**config.mk**
```make
export PLATFORM = sky130hd
export DESIGN_NAME = mem_stage
export DESIGN_NICKNAME = d
export VERILOG_FILES = /design/src/rtl/mem_stage_pkg.sv /design/src/rtl/mem_lane_unit.sv /design/src/rtl/mem_stage.sv
export SDC_FILE = /design/constraint.sdc
export NUM_CORES = 1
export LEC_CHECK = 0
export ABC_AREA = 0
export CAP_MARGIN = 20
export CORE_MARGIN = 2
export CORE_UTILIZATION = 37
export DETAILED_ROUTE_END_ITERATION = 12
export PLACE_DENSITY = 0.66
export SYNTH_ARGS = -nofsm -noshare
export SYNTH_HDL_FRONTEND = slang
export SYNTH_HIERARCHICAL = 1
export SYNTH_SLANG_ARGS = --single-unit
export TNS_END_PERCENT = 5
```
**constraint.sdc**
```tcl
create_clock -name clk -period 4.4 [get_ports clk]
set_input_delay 0.44 -clock clk [delete_from_list [all_inputs] [get_ports clk]]
set_output_delay 0.44 -clock clk [all_outputs]
set_load 0.01 [all_outputs]
```
**src/rtl/mem_stage_pkg.sv**
```systemverilog
// Shared types for the memory-access stage: FSM states, decoded memory ops,
// byte-strobe constants and small decode helpers.
package mem_stage_pkg;

    typedef enum logic [1:0] {IDLE, REQ, WAIT, DONE} mem_state;

    typedef enum logic [3:0] {LB, LH, LW, LBU, LHU, SB, SH, SW, NONE} mem_op;

    localparam logic [3:0] WSTRB_NONE = 4'b0000;
    localparam logic [3:0] WSTRB_B    = 4'b0001;
    localparam logic [3:0] WSTRB_H    = 4'b0011;
    localparam logic [3:0] WSTRB_W    = 4'b1111;

    typedef struct packed {
        logic lb;
        logic lh;
        logic lw;
        logic lbu;
        logic lhu;
        logic sb;
        logic sh;
        logic sw;
    } instructions;

    typedef struct packed {
        logic [31:0] rs1;
        logic [31:0] rs2;
    } regvpair;

    function automatic mem_op decode_op(input instructions i);
        if (i.lb)       return LB;
        else if (i.lh)  return LH;
        else if (i.lw)  return LW;
        else if (i.lbu) return LBU;
        else if (i.lhu) return LHU;
        else if (i.sb)  return SB;
        else if (i.sh)  return SH;
        else if (i.sw)  return SW;
        else            return NONE;
    endfunction

    function automatic logic is_store(input mem_op op);
        return (op == SB) || (op == SH) || (op == SW);
    endfunction

    function automatic logic misaligned(input mem_op op, input logic [1:0] a);
        case (op)
            LH, LHU, SH: return a[0];
            LW, SW:      return a != 2'b00;
            default:     return 1'b0;
        endcase
    endfunction

endpackage

```
**src/rtl/mem_lane_unit.sv**
```systemverilog
// Byte-lane steering: store strobes/replicated data and load extraction with
// sign/zero extension, all from the op and the low address bits.
module mem_lane_unit
    import mem_stage_pkg::*;
(
    input  mem_op       op,
    input  logic [1:0]  a,
    input  logic [31:0] rs2,
    input  logic [31:0] rdata,
    output logic [3:0]  wstrb,
    output logic [31:0] wdata,
    output logic [31:0] load_val
);

    logic [3:0][7:0] rbytes;
    logic [7:0]      sel_b;
    logic [15:0]     sel_h;

    assign rbytes = rdata;
    assign sel_b  = rbytes[a];
    assign sel_h  = a[1] ? rdata[31:16] : rdata[15:0];

    always_comb begin
        wstrb = WSTRB_NONE;
        wdata = '0;
        case (op)
            SB: begin
                wstrb = WSTRB_B << a;
                wdata = {4{rs2[7:0]}};
            end
            SH: begin
                wstrb = WSTRB_H << {a[1], 1'b0};
                wdata = {2{rs2[15:0]}};
            end
            SW: begin
                wstrb = WSTRB_W;
                wdata = rs2;
            end
            default: ;
        endcase
    end

    always_comb begin
        load_val = '0;
        case (op)
            LB:      load_val = {{24{sel_b[7]}}, sel_b};
            LBU:     load_val = {24'd0, sel_b};
            LH:      load_val = {{16{sel_h[15]}}, sel_h};
            LHU:     load_val = {16'd0, sel_h};
            LW:      load_val = rdata;
            default: ;
        endcase
    end

endmodule

```
**src/rtl/mem_stage.sv**
```systemverilog
// Memory-access stage: valid/ready request then response on the data bus, with
// a WAIT timeout. Define MEM_ALIGN_CHECK_EN to trap misaligned accesses.
module mem_stage
    import mem_stage_pkg::*;
#(
    parameter int TIMEOUT = 1024
) (
    input  logic        clk,
    input  logic        rst,
    input  logic        enabled,
    input  instructions instr,
    input  regvpair     register,
    input  logic [31:0] alu_result,
    output logic        busy,
    output logic        completed,
    output logic [31:0] result,
    output logic        exc_misaligned,
    output logic        bus_err,
    output logic        mem_req_valid,
    input  logic        mem_req_ready,
    output logic [31:0] mem_addr,
    output logic        mem_we,
    output logic [3:0]  mem_wstrb,
    output logic [31:0] mem_wdata,
    input  logic [31:0] mem_rdata,
    input  logic        mem_resp_valid
);

    localparam logic [31:0] TMO_LAST = (TIMEOUT > 0) ? 32'(TIMEOUT - 1) : 32'd0;

    mem_state    state, next_state;
    mem_op       op_in, op_q;
    logic [31:0] addr_q, rs2_q, tmo_cnt, load_val;
    logic        accept, misal, timeout_hit, skip_bus;
    logic        unused_rs1;

    assign unused_rs1  = ^register.rs1;
    assign op_in       = decode_op(instr);
    assign accept      = (state == IDLE) && enabled;
    assign timeout_hit = (TIMEOUT != 0) && !mem_resp_valid && (tmo_cnt == TMO_LAST);

`ifdef MEM_ALIGN_CHECK_EN
    assign misal = misaligned(op_in, alu_result[1:0]);

    always_ff @(posedge clk or posedge rst) begin
        if (rst)         exc_misaligned <= 1'b0;
        else if (accept) exc_misaligned <= misal;
    end
`else
    assign misal          = 1'b0;
    assign exc_misaligned = 1'b0;
`endif

    // Non-memory ops and trapped accesses never touch the bus.
    assign skip_bus = (op_in == NONE) || misal;

    always_ff @(posedge clk or posedge rst) begin
        if (rst) state <= IDLE;
        else     state <= next_state;
    end

    always_comb begin
        next_state = state;
        case (state)
            IDLE: if (enabled) next_state = skip_bus ? DONE : REQ;
            REQ:  if (mem_req_ready) next_state = WAIT;
            WAIT: if (mem_resp_valid || timeout_hit) next_state = DONE;
            DONE: next_state = IDLE;
            default: next_state = IDLE;
        endcase
    end

    always_comb begin
        busy          = (state != IDLE);
        completed     = (state == DONE);
        mem_req_valid = (state == REQ);
    end

    always_ff @(posedge clk or posedge rst) begin
        if (rst) begin
            op_q    <= NONE;
            addr_q  <= '0;
            rs2_q   <= '0;
            result  <= '0;
            bus_err <= 1'b0;
            tmo_cnt <= '0;
        end else begin
            tmo_cnt <= (state == WAIT && !mem_resp_valid) ? tmo_cnt + 32'd1 : 32'd0;
            if (accept) begin
                bus_err <= 1'b0;
                if (skip_bus) begin
                    result <= alu_result;
                    op_q   <= NONE;
                end else begin
                    op_q   <= op_in;
                    addr_q <= alu_result;
                    rs2_q  <= register.rs2;
                end
            end else if (state == WAIT) begin
                if (mem_resp_valid) begin
                    result <= is_store(op_q) ? 32'd0 : load_val;
                end else if (timeout_hit) begin
                    result  <= 32'd0;
                    bus_err <= 1'b1;
                end
            end
        end
    end

    // Bus fields come straight from the latched request, so they hold through REQ.
    assign mem_addr = {addr_q[31:2], 2'b00};
    assign mem_we   = is_store(op_q);

    mem_lane_unit u_lane (
        .op       (op_q),
        .a        (addr_q[1:0]),
        .rs2      (rs2_q),
        .rdata    (mem_rdata),
        .wstrb    (mem_wstrb),
        .wdata    (mem_wdata),
        .load_val (load_val)
    );

endmodule
```
Word level (Yosys, flattened, before mapping)
Index checks and enable logic that the tools add are counted.

operators by class
  equality and inequality tests = 17
  reduce and logical (&&, ||, !) cells = 17
  order comparisons = 1
  bitwise gates (word level) = 1
  add/subtract/negate cells = 1
  muxes and demuxes = 31
  shifts and indexed selects = 2

operator list
  operator                                                           count
  32-bit two-way mux                                                 7
  32-bit one-hot mux with 5 select lines                             1
  32-bit one-hot mux with 3 select lines                             1
  4-bit two-way mux                                                  9
  32-bit by 1-bit adder with 32-bit output, second input constant    1
  32-bit by 10-bit == test with 1-bit output, second input constant  1
  8-bit binary-select mux with 2-bit select                          1
  4-bit by 3-bit == test with 1-bit output, second input constant    4
  16-bit two-way mux                                                 1
  4-bit one-hot mux with 3 select lines                              1
  3-bit AND reduction                                                3
  4-bit by 2-bit == test with 1-bit output, second input constant    2
  2-bit two-way mux                                                  4
  8-bit two-way mux                                                  1
  2-bit one-hot mux with 4 select lines                              1
  2-bit by 1-bit != test with 1-bit output, second input constant    3
  2-bit nonzero test                                                 3
  2-bit == test, second input constant                               2
  4-bit by 1-bit == test with 1-bit output, second input constant    1
  4-bit == test, second input constant                               1
  4-bit logical NOT                                                  1
  1-bit two-way mux                                                  4
  2-bit != test, second input constant                               2
  1-bit by 2-bit << shifter with 4-bit output, first input constant  1
  10 further kinds                                                   14

storage, ports and cells
  input bits = 141
  bits in registers = 135
  output and inout bits = 106
  logic and storage cells = 77

Logic depth before layout (Yosys ltp)
  depth after elaboration = 12
  depth in mapped cells = 10
  gate-level depth less buffers = 7

Modules after synthesis
Netlist, hierarchy kept.

modules (own cells, without submodules)
  module         cells each  times used  seq. area each (µm²)  area an instance (µm²)
  mem_stage      571         1           3379.5                6341.1
  mem_lane_unit  215         1           0.0                   1340.0

Worst setup path before layout
OpenSTA, ideal clock, no wires.

  path kind = reg-to-reg
  start point = reg tmo_cnt[23]
  end point = reg result[20]
  path slack = 2.242 ns
  path buffers = 1
  required time = 4.275 ns
  arrival = 2.034 ns
  cell stages (with the launch flop) = 7
  library setup time = 0.125 ns
  clock period less this slack = 2.158 ns
  cell sequence = dfrtp_1 -> or4_1 -> nor4_1 -> nand3_1 -> a21oi_4 -> buf_6 -> mux2_2

between the ends
  word-level cells in the longest chain between the ends = 4

ends and longest elaborated chain
  item                                        RTL line          source
  start, declared                             mem_stage.sv:33   logic [31:0] addr_q, rs2_q, tmo_cnt, load_val;
  start signal, assigned                      mem_stage.sv:88   tmo_cnt <= (state == WAIT && !mem_resp_valid) ? tmo_cnt + 32'd1 : 32'd0;
  32-bit by 10-bit == test with 1-bit output  mem_stage.sv:40   assign timeout_hit = (TIMEOUT != 0) && !mem_resp_valid && (tmo_cnt == TMO_LAST);
  1-bit logical AND                           mem_stage.sv:40
  3-bit nonzero test (no line)                -
  3-bit AND reduction (no line)               -
  end signal, assigned                        mem_stage.sv:92   result <= alu_result;
  end signal, assigned                        mem_stage.sv:101  result <= is_store(op_q) ? 32'd0 : load_val;
  end, declared                               mem_stage.sv:16   output logic [31:0] result,

Every way passes these cells.
A chain may end at the register's enable or synchronous reset.

Final worst setup path
  start point = reg op_q[0]
  end point = out mem_wdata[15]

between the ends
  word-level cells in the longest chain between the ends = 2
  elaborated cells between the ends (all ways) = 4
  those cells by class = eq/ne (3); mux (1)

ends and longest elaborated chain
  item                                      RTL line             source
  start, declared                           mem_stage.sv:32      mem_op op_in, op_q;
  start signal, assigned                    mem_stage.sv:95      op_q <= op_in;
  4-bit by 3-bit == test with 1-bit output  mem_lane_unit.sv:26  case (op)
  32-bit one-hot mux with 3 select lines *  mem_lane_unit.sv:26
  end, declared                             mem_stage.sv:24      output logic [31:0] mem_wdata,

Mark *: on every way between the ends. The rest lies on a longest branch, timed or not.

==> out/qor.yml <==
cts_buffers: 17
status: "completed"
routed_wl_mm: 21.75
max_stage_delay_ns: 0.56
ys_seq_area_share_pct: 44.00
critPathCaptureType: "primary output"
syn_to_final_growth_pct: 35.54
vias_per_cell: 5.139
use_met3_pct: 5.491
regArea_um2: 3381
grt_pass1_vias: 6263
post-cts-setup-buffer-count: 0
cts.sink_count: 135
cp_max_fo: 32
rrSetupSlack_ns: 1.44
postSynthCellCount: 786
tns_ns: 0
synth_seq_cells: 135
busiest_layer: "met2"
slew_violations: 0
rows: 52
dp_hpwl_mm: 15.40
synth_edf_count: 0
r2r-end: "result[4]"
crit_family: "buffers and inverters"
path_cells: "buf_4, nor2b_1, buf_4, a22oi_1, nor2_1, clkdlybuf4s50_1"
hold_viol: 0
io_buffers: 211
relSlewSlack_pct: 25.52
cp_data_arrival_time_ns: 2.80
tightest_slew_ns: 1.101
antenna_cells: 0
avgSynthCellArea_um2: 9.772
cp-start-kind: "register"
crit_slowest_cell: "clkdlybuf4s50_1"
synth_ff_type: "dfrtp_1"
post_cts_resize_count: 0
powerDensity_nw_per_um2: 611.6
min_to: "bus_err"
track_usage_pct: 20.12
root_buffer: "clkbuf_16"
final_cell_mix: "211 x clkdlybuf4s50_1, 133 x dfrtp_1, 116 x nand2_1"
netlist_area_um2: 7681
worstSetupPathType: "reg -> out"
min_period_ns: 3.241
htree_levels: 4
holdCritStartpoint: "bus_err"
cts_tree: "built"
rsz0062_at_grt: "false"
ioPinCount: 247
drive_gt1_share_pct: 15.50
peakVddDrop_uv: 326.9
setup_violations: 0
grt_overflow: 0
ctsHoldBuffers: 0
critical_path_buf_inv_count: 3
cpMostUsedCell: "buf_4"
drv_cap: 0
skew_ns: 0.01370
power.total_mw: 6.367
async_reset_ff_share_pct: 100.0
grt_pass1_wl_mm: 34.57
clkTransAtPathRegs_ns: 0.06
holdPathStages: 1
drtPass1Iterations: 4
met1_usage_pct: 26.21
ys.warnings.count: 6
vias: 6326
rr_worst_depth: 8
grt_max_degree: 97
die_h_um: 148.1
nFillCells: 1910
cts_buffer_depth: 2
power_leakage_nw: 4.220
timing.fmax_ghz: 0.3086
ant_nets: 0
gp_congestion: 0.8336
multi_input_area_um2: 3776
grt_util_met2_pct: 32.57
final_common_cell: "clkdlybuf4s50_1"
die_w_um: 148.1
hold_path_class: "reg -> reg"
synth.distinct_cells: 52
die-area_um2: 21930
antenna_found_initial: 0
drt_iter0_markers: 297
clk_latency_ns: 0.43
drc_errors: 0
cp.required_ns: 3.96
final_nets: 1095
start_util_pct: 37.84
fin_crit_sh_pct: 73.66
r2r_start: "op_q[0]"
coreArea_um2: 20300
post_drt_wl_per_cell_um: 17.67
[logic make-up (layout without fill, tap and decap cells)]
group | Yosys count | in the layout | synth area share, %
buffers and inverters | 97 | 270 | 7.118
and+or+nand+nor | 276 | 276 | 16.70
DFF | 135 | 135 | 44.00
other | 1 | 3 | 0.04882
AOI/OAI and AO/OA | 132 | 132 | 11.57
muxes | 110 | 110 | 16.29
adders and majority gates | 6 | 6 | 0.9773
xor gates and xnor gates | 29 | 29 | 3.307
[synth_stat cells, types with 2 or more instances]
master	number	area (um2)
inv_1	14	52.55
clkbuf_1	26	97.59
nor3_1	10	50.05
nand2b_1	6	37.54
a21oi_1	31	155.2
dfrtp_1	134	3353
and2_1	18	112.6
nand2_1	116	435.4
or3_1	2	12.51
a21o_1	8	60.06
buf_1	2	7.510
or4_1	3	22.52
xnor2_1	15	131.4
xor2_1	14	122.6
mux2i_1	11	110.1
nand3_1	18	90.09
a211oi_1	8	60.06
nor2_1	60	225.2
nand4_1	5	31.28
and4_1	5	43.79
buf_6	5	56.30
buf_2	17	85.08
mux2_2	96	1081
o2bb2ai_1	3	26.28
o21a_1	2	15.01
buf_4	33	247.7
o21ai_0	39	195.2
ha_1	6	75.07
a22oi_1	15	112.6
o31ai_1	2	15.01
nor2b_1	11	68.82
and3_1	5	31.28
nor4_1	12	75.07
a221o_1	16	160.2
[routing by layer]
| layer | vias to the layer above | wire (um) |
|---|---|---|
| li1 | 3033 | - |
| met1 | 3100 | 9706 |
| met2 | 165 | 10450 |
| met3 | 28 | 1155 |
| met4 | 0 | 442 |
| met5 | - | 0 |
[worst max-delay path by stage]
stage | from | to | cells past startpoint
finish | op_q[0] | mem_wdata[15] | 6
global route | op_q[0] | mem_wdata[15] | 6
CTS | op_q[0] | mem_wdata[15] | 6
detailed placement | op_q[0] | result[4] | 8
global placement | op_q[0] | result[4] | 8
floorplan | rst | addr_q[0] | 1
[state kept, by name (all words and copies together) (netlist names)]
| signal | cells |
|---|---|
| state | 2 |
| op_q | 4 |
| addr_q | 32 |
| result | 32 |
| rs2_q | 32 |
| tmo_cnt | 32 |
| bus_err | 1 |
[where the power goes]
part / internal, mW / total, mW / leakage [nW] / switching [mW]
Sequential: 1.70 / 2.08 / 1.71 / 0.378
Combinational: 1.51 / 2.80 / 2.22 / 1.29
Clock: 0.925 / 1.49 / 0.291 / 0.560
Total: 4.14 / 6.37 / 4.22 / 2.23
[per-stage QoR]
stage	setup WS, ns	util [%]	cells	instance area, um2	hold slack [ns]
2_1_floorplan	0.3505	-	788	7689	0.4546
3_3_place_gp	1.456	48.08	1197	9759	0.4663
3_5_place_dp	1.381	48.21	1198	9787	0.4820
4_1_cts	1.138	51.21	1230	10400	0.4949
5_1_grt	0.9633	51.29	1231	10410	0.5216
6_report	1.159	51.29	1231	10410	0.4882
[cell type report]
cell class                 instances  share of cell area [%]
timing repair buffer             224                   21.61
inverter                          14                  0.5528
clock buffer                      22                   4.459
clock inverter                    10                   1.394
sequential                       135                   32.47
multi-input combinational        556                   36.27
tap                              270                   3.245
Power figures use the tool's default switching activity.
